[config.mk]
export PLATFORM = sky130hd
export DESIGN_NAME = mul_4_flat
export DESIGN_NICKNAME = d
export VERILOG_FILES = /design/src/rtl/mul_pkg.sv /design/src/rtl/mul_4_if.sv /design/src/rtl/fa.sv /design/src/rtl/mul_4.sv /design/src/flat_wrapper.sv
export SDC_FILE = /design/constraint.sdc
export NUM_CORES = 1
export LEC_CHECK = 0
export ABC_CLOCK_PERIOD_IN_PS = 3950
export BUFFER_PORTS_ARGS = -buffer_cell sky130_fd_sc_hd__buf_2
export CAP_MARGIN = 40
export CORE_MARGIN = 2
export CORE_UTILIZATION = 42
export DETAILED_ROUTE_END_ITERATION = 8
export PLACE_DENSITY = 0.74
export SYNTH_ARGS = -nofsm -noshare
export SYNTH_HDL_FRONTEND = slang
export SYNTH_SLANG_ARGS = --single-unit
[constraint.sdc]
create_clock -name ck -period 3.95 [get_ports ck]
set_input_delay 0.395 -clock ck [delete_from_list [all_inputs] [get_ports ck]]
set_output_delay 0.395 -clock ck [all_outputs]
set_load 0.1 [all_outputs]
[src/rtl/mul_pkg.sv]
// Shared widths for the mul_4 leaf multiplier and its bus interface.
package mul_pkg;
   localparam int unsigned MUL_OP_W   = 4;
   localparam int unsigned MUL_PROD_W = 8;
endpackage

[src/rtl/mul_4_if.sv]
// Operand/product bundle for mul_4: operands in, combinational and registered results out.
interface mul_4_if;
   import mul_pkg::*;

   logic [MUL_OP_W-1:0]   a;
   logic [MUL_OP_W-1:0]   b;
   logic [MUL_PROD_W-1:0] s;
   logic [MUL_PROD_W-1:0] s_q;
   logic [MUL_OP_W-1:0]   a_q;
   logic [MUL_OP_W-1:0]   b_q;

   modport master (output a, b, input s, s_q, a_q, b_q);
   modport slave  (input a, b, output s, s_q, a_q, b_q);
endinterface

[src/rtl/fa.sv]
// One-bit full adder; used as a half adder by tying cin low.
module fa (
   input  logic a,
   input  logic b,
   input  logic cin,
   output logic sum,
   output logic cout
);
   assign sum  = a ^ b ^ cin;
   assign cout = (a & b) | (cin & (a ^ b));
endmodule

[src/rtl/mul_4.sv]
// Unsigned 4x4 array multiplier: AND plane, three ripple rows of full adders,
// combinational product plus a registered product/operand bank.
module mul_4
   import mul_pkg::*;
(
   input  logic     ck,
   input  logic     rst,
   mul_4_if.slave   bus
);
   logic [MUL_OP_W-1:0][MUL_OP_W-1:0] pp;  // pp[i][j] = a[j] & b[i]
   logic [MUL_PROD_W-1:0]             prod;

   always_comb begin
      pp = '0;
      for (int i = 0; i < MUL_OP_W; i++) begin
         pp[i] = bus.a & {MUL_OP_W{bus.b[i]}};
      end
   end

   // Scalar nets per cell keep each carry chain free of self-referencing vectors.
   logic s1_0, s1_1, s1_2, s1_3, c1_0, c1_1, c1_2, c1_3;
   logic s2_0, s2_1, s2_2, s2_3, c2_0, c2_1, c2_2, c2_3;
   logic s3_0, s3_1, s3_2, s3_3, c3_0, c3_1, c3_2, c3_3;

   // Row 1: pp[1] + (pp[0] >> 1)
   fa u_r1c0 (.a(pp[1][0]), .b(pp[0][1]), .cin(1'b0), .sum(s1_0), .cout(c1_0));
   fa u_r1c1 (.a(pp[1][1]), .b(pp[0][2]), .cin(c1_0), .sum(s1_1), .cout(c1_1));
   fa u_r1c2 (.a(pp[1][2]), .b(pp[0][3]), .cin(c1_1), .sum(s1_2), .cout(c1_2));
   fa u_r1c3 (.a(pp[1][3]), .b(1'b0),     .cin(c1_2), .sum(s1_3), .cout(c1_3));

   // Row 2: pp[2] + upper bits of row 1
   fa u_r2c0 (.a(pp[2][0]), .b(s1_1), .cin(1'b0), .sum(s2_0), .cout(c2_0));
   fa u_r2c1 (.a(pp[2][1]), .b(s1_2), .cin(c2_0), .sum(s2_1), .cout(c2_1));
   fa u_r2c2 (.a(pp[2][2]), .b(s1_3), .cin(c2_1), .sum(s2_2), .cout(c2_2));
   fa u_r2c3 (.a(pp[2][3]), .b(c1_3), .cin(c2_2), .sum(s2_3), .cout(c2_3));

   // Row 3: pp[3] + upper bits of row 2; its outputs form s[7:3]
   fa u_r3c0 (.a(pp[3][0]), .b(s2_1), .cin(1'b0), .sum(s3_0), .cout(c3_0));
   fa u_r3c1 (.a(pp[3][1]), .b(s2_2), .cin(c3_0), .sum(s3_1), .cout(c3_1));
   fa u_r3c2 (.a(pp[3][2]), .b(s2_3), .cin(c3_1), .sum(s3_2), .cout(c3_2));
   fa u_r3c3 (.a(pp[3][3]), .b(c2_3), .cin(c3_2), .sum(s3_3), .cout(c3_3));

   assign prod  = {c3_3, s3_3, s3_2, s3_1, s3_0, s2_0, s1_0, pp[0][0]};
   assign bus.s = prod;

   always_ff @(posedge ck) begin
      if (rst) begin
         bus.s_q <= '0;
         bus.a_q <= '0;
         bus.b_q <= '0;
      end else begin
         bus.s_q <= prod;
         bus.a_q <= bus.a;
         bus.b_q <= bus.b;
      end
   end
endmodule

[src/flat_wrapper.sv]
// flat-port wrapper written by rule: the top's interface ports become plain ports
module mul_4_flat import mul_pkg::*;
  (ck, rst, bus_a, bus_b, bus_s, bus_s_q, bus_a_q, bus_b_q);
  mul_4_if bus_i ();
  input  logic ck;
  input  logic rst;
  input wire logic [$bits(bus_i.a)-1:0] bus_a;
  input wire logic [$bits(bus_i.b)-1:0] bus_b;
  output wire logic [$bits(bus_i.s)-1:0] bus_s;
  output wire logic [$bits(bus_i.s_q)-1:0] bus_s_q;
  output wire logic [$bits(bus_i.a_q)-1:0] bus_a_q;
  output wire logic [$bits(bus_i.b_q)-1:0] bus_b_q;
  assign bus_i.a = bus_a;
  assign bus_i.b = bus_b;
  assign bus_s = bus_i.s;
  assign bus_s_q = bus_i.s_q;
  assign bus_a_q = bus_i.a_q;
  assign bus_b_q = bus_i.b_q;
  mul_4 u_core (.ck(ck), .rst(rst), .bus(bus_i));
endmodule
# Yosys cells after proc, flatten, opt, wreduce, memory -nomap -nowiden
# Cells that the tools add are included.
[word_totals]
reg_bits = 16
input_bits = 10
word_cells = 55
[op_classes]
n_bitwise = 52
[op_table]
columns = ["operator", "n"]
rows = [
  ["1-bit bitwise AND", 20],
  ["1-bit XOR", 20],
  ["4-bit bitwise AND", 4],
  ["1-bit OR", 8],
]

# Depth between registers and ports, before layout
[logic_depth]
ltp_word = 16
mapped_depth = 16
mapped_depth_nobuf = 16

# Modules after synthesis
# From an unflattened synthesis, not the netlist that was laid out.
[hier_totals]
hier_cells = 70
hier_area_um2 = 869.6
[by_module_without_submodules]
columns = ["mod", "instances", "cells_each", "area_each_um2", "seq_area_each_um2"]
rows = [
  ["mul_4", 1, 58, 629.4, 320.3],
  ["fa", 12, 1, 20.0, 0.0],
]

# Worst setup path after synthesis
# No wires, ideal clock.
[synth_timing]
kind = "input -> output"
startpoint = "input port bus_a[0]"
endpoint = "output port bus_s[6]"
arrival_time_ns = 3.825
required_time_ns = 3.555
slack_ns = -0.270
path_stages = 14
cell_sequence = "and2_1 -> ha_1 -> inv_1 -> fa_1 -> fa_1 -> fa_1 -> fa_1 -> inv_1 -> fa_1 -> inv_1 -> fa_1 -> inv_1 -> fa_1 -> buf_4"
[synth_via]
elab_chain_len = 15
[synth_rtl]
columns = ["item", "line_no", "rtl"]
rows = [
  ["start, declared", "flat_wrapper.sv:7", "input wire logic [$bits(bus_i.a)-1:0] bus_a;"],
  ["4-bit bitwise AND", "mul_4.sv:16", "pp[i] = bus.a & {MUL_OP_W{bus.b[i]}};"],
  ["1-bit bitwise AND (2 in series)", "fa.sv:10", "assign cout = (a & b) | (cin & (a ^ b));"],
  ["1-bit OR", "fa.sv:10", ""],
  ["1-bit bitwise AND / 1-bit XOR (equally long branches)", "fa.sv:10, fa.sv:9", ""],
  ["1-bit OR / 1-bit XOR (equally long branches)", "fa.sv:10, fa.sv:9", ""],
  ["1-bit XOR / 1-bit bitwise AND (equally long branches)", "fa.sv:9, fa.sv:10", ""],
  ["1-bit XOR / 1-bit OR (equally long branches)", "fa.sv:9, fa.sv:10", ""],
  ["1-bit XOR / 1-bit bitwise AND (equally long branches)", "fa.sv:9, fa.sv:10", ""],
  ["1-bit XOR / 1-bit OR (equally long branches)", "fa.sv:10", ""],
  ["1-bit bitwise AND / 1-bit XOR (equally long branches)", "fa.sv:10, fa.sv:9", ""],
  ["1-bit OR / 1-bit XOR (equally long branches)", "fa.sv:10", ""],
  ["1-bit bitwise AND", "fa.sv:10", ""],
  ["1-bit OR", "fa.sv:10", ""],
  ["1-bit XOR (*)", "fa.sv:9", "assign sum = a ^ b ^ cin;"],
  ["end, declared", "flat_wrapper.sv:9", "output wire logic [$bits(bus_i.s)-1:0] bus_s;"],
]
# Every way passes the cells marked *; elsewhere a longest branch is shown, timed or not.

# Final worst setup path
# Same ends and word-level chain as after synthesis.

==> summary.md <==
| Metric | Value |
|---|---|
| Status | `finished with violations` |
| Failing checks | `setup timing` |
| DP HPWL | `1.19 mm` |
| Antenna Cells | `0` |
| Leak pwr | `0.600 nW` |
| Switching share of power | `50.8%` |
| Post-Syn Nets | `102` |
| Root buffer cell | `clkbuf_4` |
| Via/cell ratio | `4.32` |
| Drt drc | `0` |
| Routed Antenna Nets | `0` |
| Worst Path Arrival | `3.83 ns` |
| CTS tree | `yes` |
| Initial Util | `43.9%` |
| Post-route cell area | `0.00118 mm^2` |
| Pre-CTS setup slack | `-0.354 ns` |
| GPL Wtd Cong | `0.793` |
| CP startpoint kind | `input port` |
| Largest net degree at the start of global routing | `17` |
| Maxcap violations | `0` |
| CP most frequent cell | `fa_2` |
| Seq/Total Area, Yosys | `37.5%` |
| CTS H-tree lvls | `1` |
| RSZ-0062 raised after global routing | `yes` |
| GRT Total Usage | `14.7%` |
| Final nets | `137` |
| # fillers | `177` |
| Tmin final | `4.22 ns` |
| Syn. warnings | `0` |
| Final period util | `107%` |
| Yosys top cell area share | `37.5%` |
| Combinational Power Share | `56.8%` |
| Pwr/cell area | `565 mW/mm^2` |
| Tot Pwr | `0.000667 W` |
| First-pass GRT wire length | `2.55 mm` |
| Worst path bufs/invs | `6` |
| Via count | `609` |
| Number of buffers added on ports | `33` |
| Switch Pwr | `0.000339 W` |
| Die Y | `49.1 um` |
| Slowest stage cell, crit path | `fa_2` |
| Fin worst setup slack | `-0.272 ns` |
| Max-slew violations | `0` |
| Critical path required time | `3.56 ns` |
| Synth Area per Inst | `10.7 um^2` |
| Hold path depth | `2` |
| Worst IR Drop VDD | `389 uV` |
| FF+latch count, synth | `16` |
| Fmax achieved | `237 MHz` |
| Total CTS buffers | `3` |
| Most common cell after layout, fill and taps aside | `buf_2` |
| Synth top area cells | `dfxtp_1 (38%), fa_1 (19%), nor2b_2 (7.2%), and2_1 (6.6%), buf_4 (6.2%)` |
| Worst-path clk slew | `0.10 ns` |
| Critical Path Fanout Max | `2` |
| Num rows | `16` |
| Cell area after synthesis | `853 um^2` |
| Die area | `0.00241 mm^2` |
| Yosys top cell by area | `dfxtp_1` |
| Post-place instance area | `0.00108 mm^2` |
| Crit path cell chain | `buf_6, and2_4, ha_4, inv_2, fa_2, fa_1, fa_2, fa_2, inv_2, fa_2, inv_2, fa_2, inv_2, fa_2, buf_12` |
| CTS max path bufs | `2` |
| CP top delay family | `adder cells` |
| Grt ovf | `0` |
| Setup CP Type | `input port to primary output` |
| Chip width | `49.1 um` |
| Vias in the first global route | `618` |
| Multi-input logic area | `457 um^2` |
| Post-CTS Hold Buffers | `0` |
| FF/Latch Area | `320 um^2` |
| Min-delay worst type | `input port to register` |
| Worst setup EP type | `primary output` |
| Post-Synthesis Cells | `80` |
| Sequential power share | `26.7%` |
| Slew HR | `67.6%` |
| Final Hold Fails | `0` |
| Area grow syn2layout | `38.3%` |
| Critical Path Stages | `15` |
| Clock share of power | `16.4%` |
| Initial DRT Pass Iterations | `3` |
| Internal power | `0.000328 W` |
| Slew @ Worst Pin | `0.489 ns` |
| Slowest stage delay, CP | `0.55 ns` |
| Clock sink count | `16` |
| Number of DRC markers in iteration 0 | `3` |
| Synth cell types | `13` |
| Share of post-route cells with drive strength above 1 | `61.4%` |
| Io pins | `34` |
| Core area | `0.00194 mm^2` |
| Commonest cells after routing, fill and taps aside | `buf_2 (25), dfxtp_1 (16), nand2_1 (7), and2_1 (7), nor2b_2 (7)` |
| Drt total wl | `1.58 mm` |
| Final setup viols | `3` |
| Antenna violations before repair | `0` |
| Drt wl/cell | `11.2 um` |
## stage by stage
stage / cells / hold WS, ns / utilization, % / setup TNS, ns
finish: 141 / 0.376 / 60.8 / -0.374
global route: 141 / 0.374 / 60.8 / -0.659
CTS: 141 / 0.377 / 60.8 / -0.373
detailed placement: 137 / 0.679 / 55.5 / -0.713
global placement: 137 / 0.669 / 55.5 / -0.630
floorplan: 80 / 0.523 / - / -0.160
## routing by layer
layer	track usage, %	wire (um)	vias to the layer above
met5	0	0	-
met4	8.57	35	0
met3	3.07	89	5
met2	25.7	826	26
met1	16.2	631	284
li1	-	-	294
## area by class of cell
type                    count  share of cell area (%)
multi-input cells          44                    38.7
well taps                  27                    2.86
clock buffers               4                    3.08
inverters                  12                    3.82
flip-flops and latches     16                    27.1
repair buffers             38                    24.4
## repair_timing
| action | in CTS | in global routing |
|---|---|---|
| endpoints found under the hold margin | 0 | 0 |
| endpoints found under the setup margin | 3 | 3 |
| cloned | 0 | 0 |
| resized for setup | 21 | 0 |
| buffers inserted | 0 | 0 |
| pin swaps | 2 | 0 |
## worst paths after layout
path	from	endpoint
worst max-delay path	bus_a[0]	bus_s[6]
worst min-delay path	bus_b[3]	u_core.bus.b_q[3]$_SDFF_PP0_
## cells in the mapped netlist
cell type and count:
inv_1 12, nor2b_2 7, nor2b_1 2, buf_4 7, buf_6 1, fa_1 8, and3b_2 1, ha_1 4
dfxtp_1 16, nand2_1 7, and2b_2 5, and2_1 9, nor2_1 1
## flip-flops by register name, summed over array words and instances (netlist names)
| signal | count |
|---|---|
| u_core.bus.s_q | 8 |
| u_core.bus.b_q | 4 |
| u_core.bus.a_q | 4 |
## power groups by stage
stage | Sequential, W | Clock, W | Combinational, W
finish | 0.000178 | 0.000110 | 0.000379
floorplan | 0.000288 | 0 | 0.000208
global route | 0.000180 | 0.000123 | 0.000394
CTS | 0.000178 | 0.000110 | 0.000381
detailed placement | 0.000182 | 0 | 0.000368
global placement | 0.000182 | 0 | 0.000364
## cells by family after synthesis
| kind of cell | share of synthesized area [%] |
|---|---|
| simple gates | 25.1 |
| fa+ha+maj | 24.6 |
| buf+inv | 12.8 |
| flops | 37.5 |
No activity file was read; power rests on OpenSTA's default activity.
